### config.mk
export PLATFORM = sky130hd
export DESIGN_NAME = mod_page_swap_ctl
export DESIGN_NICKNAME = d
export VERILOG_FILES = /design/src/rtl/mod_swap_pkg.sv /design/src/rtl/mod_page_swap_ctl.sv
export SDC_FILE = /design/constraint.sdc
export NUM_CORES = 1
export LEC_CHECK = 0
export CAP_MARGIN = 5
export CORE_ASPECT_RATIO = 1.25
export CORE_MARGIN = 2
export CORE_UTILIZATION = 41
export CTS_CLUSTER_DIAMETER = 80
export DETAILED_ROUTE_END_ITERATION = 7
export GPL_ROUTABILITY_DRIVEN = 0
export GPL_TIMING_DRIVEN = 1
export PLACE_DENSITY = 0.76
export SKIP_LAST_GASP = 1
export SLEW_MARGIN = 10
export SYNTH_ARGS = -nofsm -noshare
export SYNTH_HDL_FRONTEND = slang
export SYNTH_SLANG_ARGS = --single-unit
### constraint.sdc
create_clock -name clk -period 1.4 [get_ports clk]
set_input_delay 0.42 -clock clk [delete_from_list [all_inputs] [get_ports clk]]
set_output_delay 0.42 -clock clk [all_outputs]
set_load 0.02 [all_outputs]
### src/rtl/mod_swap_pkg.sv
// Shared types and defaults for the modulation page-swap controller.
package mod_swap_pkg;

  // Default width of modulation sample indices and cycle-length values.
  localparam int unsigned IdxWDefault = 15;

  // Swap controller states.
  typedef enum logic [1:0] {
    StIdle,
    StWaitWrap,
    StCommit
  } swap_state_e;

endpackage

### src/rtl/mod_page_swap_ctl.sv
// Page/cycle swap controller: accepts a swap request, optionally waits for the
// modulator to wrap past the active last index, then commits the shadowed page
// and cycle length in a single COMMIT cycle.
module mod_page_swap_ctl
  import mod_swap_pkg::*;
#(
  parameter int unsigned IDX_W = IdxWDefault
) (
  input  logic             clk,
  input  logic             rst_n,
  input  logic             swap_req,
  input  logic             swap_page,
  input  logic             swap_mode,
  input  logic [IDX_W-1:0] new_cycle,
  input  logic [IDX_W-1:0] mod_idx,
  input  logic             idx_valid,
  input  logic             cancel,
  input  logic             clr_overrun,
  output logic             rd_page,
  output logic [IDX_W-1:0] cycle,
  output logic             busy,
  output logic             swap_done,
  output logic             overrun
);

  swap_state_e      state_q, state_d;
  logic             shd_page_q, shd_page_d;
  logic [IDX_W-1:0] shd_cycle_q, shd_cycle_d;
  logic             rd_page_q, rd_page_d;
  logic [IDX_W-1:0] cycle_q, cycle_d;
  logic             overrun_q, overrun_d;
  logic             wrap;

  // Unsigned >= so out-of-range indices also count as a wrap.
  assign wrap = idx_valid && (mod_idx >= cycle_q);

  // Next-state, shadow capture and commit decode.
  always_comb begin
    state_d     = state_q;
    shd_page_d  = shd_page_q;
    shd_cycle_d = shd_cycle_q;
    rd_page_d   = rd_page_q;
    cycle_d     = cycle_q;
    swap_done   = 1'b0;
    unique case (state_q)
      StIdle: begin
        if (swap_req) begin
          shd_page_d  = swap_page;
          shd_cycle_d = new_cycle;
          state_d     = swap_mode ? StWaitWrap : StCommit;
        end
      end
      StWaitWrap: begin
        // Cancel wins over a wrap seen on the same cycle.
        if (cancel) begin
          state_d = StIdle;
        end else if (wrap) begin
          state_d = StCommit;
        end
      end
      StCommit: begin
        rd_page_d = shd_page_q;
        cycle_d   = shd_cycle_q;
        swap_done = 1'b1;
        state_d   = StIdle;
      end
      default: state_d = StIdle;
    endcase
  end

  // Requests while busy (including the COMMIT exit edge) are dropped and flagged;
  // a set on the same cycle as a clear keeps the flag.
  always_comb begin
    overrun_d = overrun_q;
    if (swap_req && (state_q != StIdle)) begin
      overrun_d = 1'b1;
    end else if (clr_overrun) begin
      overrun_d = 1'b0;
    end
  end

  // State, shadow and output registers.
  always_ff @(posedge clk or negedge rst_n) begin
    if (!rst_n) begin
      state_q     <= StIdle;
      shd_page_q  <= 1'b0;
      shd_cycle_q <= '0;
      rd_page_q   <= 1'b0;
      cycle_q     <= '0;
      overrun_q   <= 1'b0;
    end else begin
      state_q     <= state_d;
      shd_page_q  <= shd_page_d;
      shd_cycle_q <= shd_cycle_d;
      rd_page_q   <= rd_page_d;
      cycle_q     <= cycle_d;
      overrun_q   <= overrun_d;
    end
  end

  assign busy    = (state_q != StIdle);
  assign rd_page = rd_page_q;
  assign cycle   = cycle_q;
  assign overrun = overrun_q;

endmodule

# Word level (Yosys, flattened, before mapping)
# Cells that the tools add are included.
dict set report classes {
  n_lt_le_gt_ge 1
  n_eq_ne 4
  n_reduce_logical 7
  mux 8
}
# cell count
set ops {}
lappend ops {{15-bit >= comparator} 1}
lappend ops {{2-bit two-way mux} 4}
lappend ops {{2-bit one-hot mux with 2 select lines} 1}
lappend ops {{2-bit AND reduction} 2}
lappend ops {{2-bit nonzero test} 2}
lappend ops {{1-bit two-way mux} 3}
lappend ops {{3-bit inequality test (second input constant)} 1}
lappend ops {{2-bit by 1-bit equality test with 1-bit output (second input constant)} 1}
lappend ops {{2-bit equality test (second input constant)} 1}
lappend ops {{1-bit logical AND} 2}
lappend ops {{2-bit zero test} 1}
lappend ops {{2-bit inequality test (second input constant)} 1}
dict set report totals {
  word_cells 26
  reg_bits 35
  input_bits 38
}

# Depth between registers and ports, before layout
# Gate-level depths: netlist (run 1).
dict set report logic_depth {
  ltp_word 5
  depth_mapped 7
  depth_no_buf 7
}

# Worst setup path after synthesis (run 1)
# No wires, ideal clock.
dict set report synth_timing {
  kind {reg-to-reg}
  startpoint {register cycle_q[0], in the netlist cycle[0]}
  endpoint {register state_q[1]}
  path_stages_with_launch 7
  slack_ns -0.291
  path_buffers 0
  setup_time_ns 0.137
  synth_period_minus_slack_ns 1.691
  t_arrival_ns 1.555
  path_cell_list {dfrtp_1 -> ha_1 -> nand2b_4 -> a211oi_1 -> o221ai_1 -> a211oi_1 -> o32ai_1}
}
dict set report synth_via {
  elab_chain_len 4
}
# item line
set synth_lines {}
lappend synth_lines {{from (decl)} mod_page_swap_ctl.sv:30} ;# logic [IDX_W-1:0] cycle_q, cycle_d;
lappend synth_lines {{from (signal assigned)} mod_page_swap_ctl.sv:96} ;# cycle_q <= cycle_d;
lappend synth_lines {{15-bit >= comparator} mod_page_swap_ctl.sv:35} ;# assign wrap = idx_valid && (mod_idx >= cycle_q);
lappend synth_lines {{1-bit logical AND} mod_page_swap_ctl.sv:35}
lappend synth_lines {{3-bit inequality test (no line)} --}
lappend synth_lines {{2-bit AND reduction (no line)} --}
lappend synth_lines {{to (signal assigned)} mod_page_swap_ctl.sv:85} ;# state_q <= StIdle;
lappend synth_lines {{to (signal assigned)} mod_page_swap_ctl.sv:92} ;# state_q <= state_d;
lappend synth_lines {{to (decl)} mod_page_swap_ctl.sv:26} ;# swap_state_e state_q, state_d;
# Every way passes these cells.
# A chain may end at the register's enable or synchronous reset.

# Worst setup path in the final report (run 1)
dict set report layout_timing {
  startpoint {register cycle_q[6], in the netlist cycle[6]}
  endpoint {register state_q[0]}
}
# The elaborated chain is that of the path after synthesis.

==> impl_results.md, run 1 <==
* Final hold vios at 0
* Int Power at 0.00310 W
* Global route overflow at 0
* Unrepaired setup endpoints after global routing: true
* Core area at 0.00407 mm²
* Worst min-delay path category: input pin to asynchronous set/reset pin
* CP Cell Sequence: inv_2, ha_4, and4_4, o21ai_2, o221ai_2, a211oi_2, a22o_2
* Most common cell after layout, fill and taps aside: dfrtp_1
* Detailed Route WL at 4310 µm
* Syn avg cell area at 11.7 µm²
* DRT iter0 DRCs at 46
* Startpoint Class: register
* Max Clk Rate at 619 MHz
* Ys async rst share at 100%
* Critical path's slowest cell: dfrtp_2
* Clock share of power at 15.6%
* Worst-Skew Late Latency at 0.29 ns
* Worst hold margin at 0.0446 ns
* Cell area after synthesis at 0.00173 mm²
* YS warnings at 0
* Root buffer cell: clkbuf_8
* Clock Path Buffers at 2
* Total die area at 0.00477 mm²
* Final cycle utilization of the critical path at 115%
* Largest net degree at the start of global routing at 31
* Max_slew headroom at 74.0%
* Sink Count at 35
* CTS tree: yes
* Failing checks: setup timing
* Crit path kind: register to register
* GRT Total Usage at 18.9%
* Sequential power share at 34.0%
* Filler Cells Inserted at 314
* Max-slew violations at 0
* DPL Wire Length at 3240 µm
* Vias in the first global route at 1,513
* Post-route DRC at 0
* Synth Register Bits at 35
* Most frequent cells in the layout: 27 x dfrtp_1, 26 x clkdlybuf4s50_1, 16 x mux2_4, 16 x nand2_1, 14 x o21ai_0
* Cells after Synth at 148
* Register area share after synthesis at 50.5%
* Top_reg_cell synth: dfrtp_1
* Antenna Violating Nets Remaining at 0
* Worst slew pin tran at 0.390 ns
* Setup TNS at -2.40 ns
* Peak supply drop at 0.938 mV
* Placed Area at 0.00253 mm²
* Sw Ratio at 36.1%
* Post-synth EDFFs at 0
* Total power at 0.00485 W
* MaxCap Viol Count at 0
* First-pass GRT wire length at 7000 µm
* CTS Buf Count at 5
* P_sw at 0.00175 W
* Diode count at 0
* Min cycle time layout at 1.61 ns
* Clock transition at path regs at 0.07 ns
* DR WL/cell at 15.4 µm
* Status: finished with violations
* Die height at 76.7 µm
* Worst setup path end: state_q[0]
* Pwr dens at 1780 mW/mm²
* Leak pwr at 1.24 nW
* Chip width at 62.2 µm
* Via Count at 1,395
* Share of cells above drive strength 1 at 43.3%
* Row cnt at 26
* Comb power frac at 50.4%
* Reg-to-reg critical path endpoint: state_q[0]
* Worst EP required at 1.58 ns
* R2R depth at 7
* Final setup margin at -0.215 ns
* Antenna violations before repair at 0
* CP peak stage delay at 0.37 ns
* # hold bufs at CTS at 0
* Critical path origin: cycle[6]
* Critical R2R Launch: cycle[6]
* Nets at 276
* H-tree levels at 2
* Critical Path Fanout Max at 3
* Kind of end point of the critical path: register
* DRT Pass-1 Iters at 4
* Final Cell Area at 0.00273 mm²
* Layout overhead on the synthesized area at 57.1%
* Clock skew at 0.00478 ns
* Flop2flop setup slack at -0.21 ns
* Post-DR vias/cell at 4.98
* # port buffers at 56
* Synth unique cells at 28
* Post-synthesis net count at 201
* Arrival time worst endpoint at 1.79 ns
* # IOs at 57
* Final setup viols at 20
* Initial Util at 42.6%
==> per-stage QoR <==
step / cells / setup WS (ns) / utilization (%)
global placement: 268 / -0.695 / 62.1
finish: 280 / -0.215 / 67.0
detailed placement: 268 / -0.801 / 62.1
floorplan: 148 / -0.213 / -
global route: 280 / -0.273 / 67.0
CTS: 279 / -0.230 / 66.8
==> logic make-up after synthesis <==
logic type                 count (synthesis)  share of synthesized area, %
AOI/OAI and AO/OA                         29                          9.88
muxes                                     18                          13.6
DFF                                       35                          50.5
and+or+nand+nor                           28                          9.09
adders and majority gates                 15                          10.8
buffers and inverters                     23                          6.06
==> registers in the layout, summed over array words and instances (netlist names) <==
signal / flops
overrun: 1
rd_page: 1
cycle: 15
shd_cycle_q: 15
state_q: 2
shd_page_q: 1
==> cell type report <==
| class | instances | area [µm²] | share of cell area, % |
|---|---|---|---|
| Tap cell | 56 | 70.1 | 2.57 |
| Timing Repair Buffer | 73 | 701 | 25.7 |
| Clock buffer | 7 | 86.3 | 3.17 |
| Inverter | 18 | 70.1 | 2.57 |
| Sequential cell | 35 | 886 | 32.5 |
| Multi-Input combinational cell | 90 | 907 | 33.3 |
| Clock inverter | 1 | 5.00 | 0.184 |
==> power by group through the flow <==
stage	logic, W	clock network [W]	registers [W]
finish	0.00244	0.000755	0.00165
global route	0.00268	0.000806	0.00169
CTS	0.00242	0.000775	0.00163
detailed placement	0.00228	0	0.00165
global placement	0.00219	0	0.00163
floorplan	0.000985	0	0.00190
==> routing by layer <==
layer	vias to the layer above	share of wire [%]	global-route usage, %
li1	655	-	-
met1	687	37	19.7
met2	42	56	34.8
met3	11	5.0	5.28
met4	0	2.3	8.89
met5	-	0	0
==> how the worst min path moves through the flow <==
stage | from | to | slack, ns | cells after the start
after floorplan | rst_n | cycle[0] | 0.12 | 0
after global placement | rst_n | shd_cycle_q[4] | 0.35 | 1
after detailed placement | rst_n | shd_cycle_q[3] | 0.36 | 1
after CTS | rst_n | shd_cycle_q[3] | 0.05 | 1
after global routing | rst_n | shd_cycle_q[3] | 0.06 | 1
final | rst_n | shd_cycle_q[3] | 0.04 | 1
==> critical path: cells and delay by family (launching register included) <==
family	cells	cell delay, ns
compound gates	4	0.60
fa+ha+maj	1	0.27
buf+inv	1	0.05
flops	1	0.37
simple gates	1	0.21
==> synth_stat cells (all sizes together) (2+ instances only) <==
master,number,area (µm²)
mux2,18,236
a22o,2,20.0
nor2,2,23.8
a211oi,2,15.0
dfrtp,35,876
clkbuf,2,7.51
inv,18,67.6
a21oi,6,30.0
nand3,2,10.0
buf,3,30.0
or2,2,12.5
nand2,16,60.1
o21ai,15,75.1
ha,15,188
==> timing repair <==
item	in CTS	in global routing
setup endpoints to repair	37	30
pin swaps	20	5
cloned	0	0
gates resized for setup	86	16
buffers inserted	3	1
Power figures use the tool's default switching activity.
==> run 2, diff against run 1 <==
--- a/config.mk
+++ b/config.mk
@@ -9,7 +9,7 @@
 export CORE_ASPECT_RATIO = 1.25
 export CORE_MARGIN = 2
 export CORE_UTILIZATION = 41
-export CTS_CLUSTER_DIAMETER = 80
+export CTS_CLUSTER_DIAMETER = 200
 export DETAILED_ROUTE_END_ITERATION = 7
 export GPL_ROUTABILITY_DRIVEN = 0
 export GPL_TIMING_DRIVEN = 1
==> results of run 2 <==
The final DEF is identical to that of run 1; final timing and power are the same.
